--- config.mk ---
export PLATFORM = sky130hd
export DESIGN_NAME = nec_ir_transmitter
export DESIGN_NICKNAME = d
export VERILOG_FILES = /design/src/rtl/nec_ir_transmitter.sv
export SDC_FILE = /design/constraint.sdc
export NUM_CORES = 1
export LEC_CHECK = 0
export CAP_MARGIN = 15
export CELL_PAD_IN_SITES_DETAIL_PLACEMENT = 2
export CELL_PAD_IN_SITES_GLOBAL_PLACEMENT = 2
export CORE_MARGIN = 10
export CORE_UTILIZATION = 39
export DETAILED_ROUTE_END_ITERATION = 10
export PLACE_DENSITY_LB_ADDON = 0.3
export SETUP_SLACK_MARGIN = 0.2
export SYNTH_ARGS = -nofsm -noshare
export SYNTH_HDL_FRONTEND = slang
export SYNTH_SLANG_ARGS = --single-unit
--- constraint.sdc ---
create_clock -name clk -period 4.4 [get_ports clk]
set_clock_uncertainty 0.05 [all_clocks]
set_input_delay 0.88 -clock clk [delete_from_list [all_inputs] [get_ports clk]]
set_output_delay 0.88 -clock clk [all_outputs]
set_load 0.01 [all_outputs]
--- src/rtl/nec_ir_transmitter.sv ---
// nec_ir_transmitter: NEC IR frame serialiser with carrier-modulated LED drive.
// Define NEC_TX_REPEAT_EN to emit NEC repeat codes while tx_repeat is held high.
module nec_ir_transmitter #(
    parameter int UNIT_CYC     = 28125,
    parameter int CARRIER_HALF = 658,
    parameter int FRAME_UNITS  = 192
) (
    input  logic        clk,
    input  logic        rst_n,
    input  logic [31:0] tx_data,
    input  logic        tx_start,
    input  logic        tx_repeat,
    output logic        tx_busy,
    output logic        tx_done,
    output logic        ir_env,
    output logic        ir_out
);
    localparam int CW = (UNIT_CYC > 1) ? $clog2(UNIT_CYC) : 1;
    localparam int HW = (CARRIER_HALF > 1) ? $clog2(CARRIER_HALF) : 1;

    typedef enum logic [2:0] {
        IDLE, LEAD_MARK, LEAD_SPACE, BIT_MARK, BIT_SPACE, STOP_MARK, GAP
`ifdef NEC_TX_REPEAT_EN
        , REP_SPACE
`endif
    } state_t;

    state_t      state;
    logic [31:0] shift_reg;
    logic [4:0]  bit_idx;
    logic [CW-1:0] cnt_cyc;
    logic [7:0]  cnt_unit;
    logic [3:0]  seg_left;
    logic [HW-1:0] car_cnt;
    logic        carrier;
    logic        unit_end;
    logic        seg_end;
    logic        car_wrap;

`ifdef NEC_TX_REPEAT_EN
    logic rep_frame;
`else
    logic unused_repeat;
    assign unused_repeat = tx_repeat;
`endif

    assign unit_end = cnt_cyc == CW'(UNIT_CYC - 1);
    assign seg_end  = unit_end && seg_left == 4'd0;
    assign car_wrap = car_cnt == HW'(CARRIER_HALF - 1);
    assign ir_out   = ir_env & carrier;

    // seg_left holds the remaining units of the current mark/space, minus one
    always_ff @(posedge clk or negedge rst_n) begin
        if (!rst_n) begin
            state     <= IDLE;
            shift_reg <= '0;
            bit_idx   <= '0;
            cnt_cyc   <= '0;
            cnt_unit  <= '0;
            seg_left  <= '0;
            car_cnt   <= '0;
            carrier   <= 1'b0;
            ir_env    <= 1'b0;
            tx_busy   <= 1'b0;
            tx_done   <= 1'b0;
`ifdef NEC_TX_REPEAT_EN
            rep_frame <= 1'b0;
`endif
        end else begin
            tx_done <= 1'b0;
            if (state != IDLE) begin
                cnt_cyc <= unit_end ? '0 : cnt_cyc + 1'b1;
                if (unit_end) begin
                    cnt_unit <= cnt_unit + 1'b1;
                    seg_left <= seg_left - 1'b1;
                end
            end
            if (ir_env) begin
                car_cnt <= car_wrap ? '0 : car_cnt + 1'b1;
                if (car_wrap) carrier <= ~carrier;
            end
            case (state)
                IDLE: if (tx_start) begin
                    state     <= LEAD_MARK;
                    shift_reg <= tx_data;
                    bit_idx   <= '0;
                    cnt_cyc   <= '0;
                    cnt_unit  <= '0;
                    seg_left  <= 4'd15;
                    ir_env    <= 1'b1;
                    carrier   <= 1'b1;
                    car_cnt   <= '0;
                    tx_busy   <= 1'b1;
`ifdef NEC_TX_REPEAT_EN
                    rep_frame <= 1'b0;
`endif
                end
                LEAD_MARK: if (seg_end) begin
                    ir_env <= 1'b0;
`ifdef NEC_TX_REPEAT_EN
                    state    <= rep_frame ? REP_SPACE : LEAD_SPACE;
                    seg_left <= rep_frame ? 4'd3 : 4'd7;
`else
                    state    <= LEAD_SPACE;
                    seg_left <= 4'd7;
`endif
                end
                LEAD_SPACE: if (seg_end) begin
                    state    <= BIT_MARK;
                    seg_left <= 4'd0;
                    ir_env   <= 1'b1;
                    carrier  <= 1'b1;
                    car_cnt  <= '0;
                end
                BIT_MARK: if (seg_end) begin
                    state    <= BIT_SPACE;
                    seg_left <= shift_reg[0] ? 4'd2 : 4'd0;
                    ir_env   <= 1'b0;
                end
                BIT_SPACE: if (seg_end) begin
                    state     <= (bit_idx == 5'd31) ? STOP_MARK : BIT_MARK;
                    shift_reg <= shift_reg >> 1;
                    bit_idx   <= bit_idx + 1'b1;
                    seg_left  <= 4'd0;
                    ir_env    <= 1'b1;
                    carrier   <= 1'b1;
                    car_cnt   <= '0;
                end
                STOP_MARK: if (seg_end) begin
                    state  <= GAP;
                    ir_env <= 1'b0;
                end
                GAP: if (unit_end && cnt_unit == 8'(FRAME_UNITS - 1)) begin
                    cnt_unit <= '0;
`ifdef NEC_TX_REPEAT_EN
                    if (tx_repeat) begin
                        state     <= LEAD_MARK;
                        seg_left  <= 4'd15;
                        rep_frame <= 1'b1;
                        ir_env    <= 1'b1;
                        carrier   <= 1'b1;
                        car_cnt   <= '0;
                    end else begin
                        state     <= IDLE;
                        rep_frame <= 1'b0;
                        tx_busy   <= 1'b0;
                        tx_done   <= 1'b1;
                    end
`else
                    state   <= IDLE;
                    tx_busy <= 1'b0;
                    tx_done <= 1'b1;
`endif
                end
`ifdef NEC_TX_REPEAT_EN
                REP_SPACE: if (seg_end) begin
                    state    <= STOP_MARK;
                    seg_left <= 4'd0;
                    ir_env   <= 1'b1;
                    carrier  <= 1'b1;
                    car_cnt  <= '0;
                end
`endif
                default: state <= IDLE;
            endcase
        end
    end
endmodule
==> reports/results.tsv <==
stage	metric	value	unit
logic_synthesis	async_reset_ff_frac	1.00	
power	power.density	406	nW/um2
run	max_cap_viol_count	0	
clock_tree	path_clk_slew	0.06	ns
timing	finalSetupTns	0	ns
power	intPower	1.54	mW
timing	whs	0.447	ns
global_route	grt_pass1_wl	22.3	mm
die	core	10900	um2
global_route	grt_max_degree	52	
power	switching_share	0.273	
timing	fmax	364	MHz
worst_setup_path	critPathMaxFanout	20	
logic_synthesis	synth.most_common_cell	nand2_1	
die	dieArea	15900	um2
logic_synthesis	ys_seq_area_frac	0.461	
route	ant_nets	0	
timing	finalSetupViolCount	0	
global_route	grt_util_all_layers	0.170	
worst_setup_path	cp.arrival	2.98	ns
power	power_frac_clock	0.408	
clock_tree	clock_latency	0.34	ns
clock_tree	holdBufCountCts	0	
clock_tree	post_cts_buffers	0	
die	std_cell_rows	38	
clock_tree	clockRootBuffer	clkbuf_16	
logic_synthesis	synth_area_leaders	dfrtp_1 46%, nand2_1 11%, mux2_2 5.9%	
power	ir_drop	166	uV
cells_and_area	area_growth	18.6	%
logic_synthesis	yosys.area.top_type	dfrtp_1	
timing	hold_viol_final	0	
cells_and_area	nNetsFinal	557	
clock_tree	clock_sinks	81	
power	combinationalPowerShare	0.137	
power	p_leak	2.19	nW
logic_synthesis	synth_top_area_frac	0.461	
run_status	outcome	complete, no violations	
die	io_pins	40	
route	avgRoutedWirePerCell	20.3	um
cells_and_area	largest_reg_flops	32	
logic_synthesis	synth.ff_latch_count	81	
worst_setup_path	required	4.63	ns
die	start_util	0.402	
clock_tree	cts_buffers	9	
logic_synthesis	syn_nets	526	
placement	place_ws	1.43	ns
global_route	grt_pass1_vias	4216	
timing	period_minus_slack	2.75	ns
route	first_iter_violations	178	
clock_tree	cts_max_level	3	
route	wirelength	13.3	mm
placement	dp_cells	641	
logic_synthesis	synth_edf_count	0	
timing	tightest_slew	1.01	ns
power	p_switching	0.579	mW
global_route	grt.overflow.total	0	
timing	maxSlewViolCount	0	
worst_setup_path	start_kind	register	
placement	place_congestion	0.816	
route	dr.pass1.iters	4	
timing	relSlewSlack	0.323	
cells_and_area	drive_above_1_share	0.107	
power	sequentialPowerShare	0.455	
logic_synthesis	netlist_area	4400	um2
route	vias_per_cell	5.62	
clock_tree	clock_path_buffers	2	
worst_setup_path	setup.worst_path.class	register to register	
die	die_x	126	um
timing	setup_ws	1.65	ns
logic_synthesis	ys_types	53	
logic_synthesis	synth_commonest_cells	125 x nand2_1, 81 x dfrtp_1, 37 x nor2_1	
route	drc	0	
worst_setup_path	end_kind	register	
logic_synthesis	syn_inst	481	
clock_tree	cts_tree	built	
logic_synthesis	synth_ff_type	dfrtp_1	
cells_and_area	fin_cells	656	
die	dieHeight	126	um
global_route	antenna_found_initial	0	
route	vias	3686	
timing	rsz0062_at_grt	false	
placement	dpl.hpwl	8.70	mm
placement	port_buffers	38	
min_path	hp-class	register to register	
timing	fin_crit_sh	0.625	
logic_synthesis	ys_warn_count	0	
logic_synthesis	syn_avg_cell_area	9.14	um2
cells_and_area	antennaDiodeCount	0	
clock_tree	post_cts_resized	0	
stage by stage:
step	util	instance area, um2	power, mW
after floorplan	-	4400	1.13
after global placement	0.446	4880	1.22
after detailed placement	0.446	4880	1.26
after CTS	0.477	5220	2.14
after global routing	0.477	5220	2.23
final	0.477	5220	2.12
cells by family (layout without fill, tap and decap cells):
logic type	Yosys count	count (layout)	share of synthesized area
flip-flops	81	81	0.461
multiplexers	31	31	0.0794
XOR/XNOR	31	31	0.0618
AND/OR/NAND/NOR	241	241	0.255
buffers and inverters	34	69	0.0353
AO/OA/AOI/OAI	54	54	0.0820
adder cells (fa/ha/maj)	9	9	0.0256
path summary, 6_finish.rpt:
kind	from	endpoint	slack, ns	depth (start not counted)
setup / recovery	state[2]$_DFFE_PN0P_	shift_reg[23]$_DFFE_PN0P_	1.65	6
hold / removal	shift_reg[9]$_DFFE_PN0P_	shift_reg[9]$_DFFE_PN0P_	0.45	1
setup reg to reg	state[2]$_DFFE_PN0P_	shift_reg[23]$_DFFE_PN0P_	1.65	6
hold reg to reg	shift_reg[9]$_DFFE_PN0P_	shift_reg[9]$_DFFE_PN0P_	0.45	1
max in group asynchronous	rst_n	shift_reg[28]$_DFFE_PN0P_	2.89	2
min in group asynchronous	rst_n	cnt_unit[5]$_DFF_PN0_	0.53	1
cells in the final DEF (no fill, tap or decap), types with 4 or more instances in the layout:
| cell | n |
|---|---|
| a21oi_1 | 12 |
| a31oi_1 | 4 |
| buf_4 | 7 |
| clkbuf_16 | 9 |
| clkdlybuf4s50_1 | 37 |
| dfrtp_1 | 81 |
| ha_1 | 9 |
| inv_1 | 10 |
| mux2_1 | 8 |
| mux2_2 | 23 |
| nand2_1 | 125 |
| nand3_1 | 27 |
| nand4_1 | 10 |
| nor2_1 | 37 |
| nor3_1 | 12 |
| o21ai_0 | 12 |
| o21ai_1 | 4 |
| o31ai_1 | 4 |
| xnor2_1 | 15 |
| xor2_1 | 16 |
final cells by class:
class                   instances  area (um2)
clock buffers                   9         225
clock inverters                 6         108
fillers                      1175        5720
inverters                      10        37.5
multi-input cells             366        2220
flip-flops and latches         81        2030
well taps                     140         175
repair buffers                 44         423
layer usage:
metal / track usage / up-vias / routed length, um
met4: 0.0603 / 0 / 231
met1: 0.206 / 1912 / 5750
li1: - / 1711 / -
met5: 0 / - / 0
met2: 0.300 / 47 / 7050
met3: 0.0218 / 16 / 279
critical path, cell delays in order, from the launching register on:
cell and delay, ns:
dfrtp_1 0.77, inv_1 0.30, nor3_2 0.82, buf_4 0.38, nand2_1 0.09, nand2_1 0.09, mux2_2 0.18
power by group through the flow:
| stage | clock (mW) | sequential, mW | combinational, mW |
|---|---|---|---|
| final | 0.864 | 0.965 | 0.291 |
| after global routing | 0.915 | 0.984 | 0.327 |
| after floorplan | 0 | 0.932 | 0.199 |
| after global placement | 0 | 0.962 | 0.256 |
| after CTS | 0.880 | 0.967 | 0.297 |
| after detailed placement | 0 | 0.973 | 0.283 |
(Power assumes the default switching activity.)
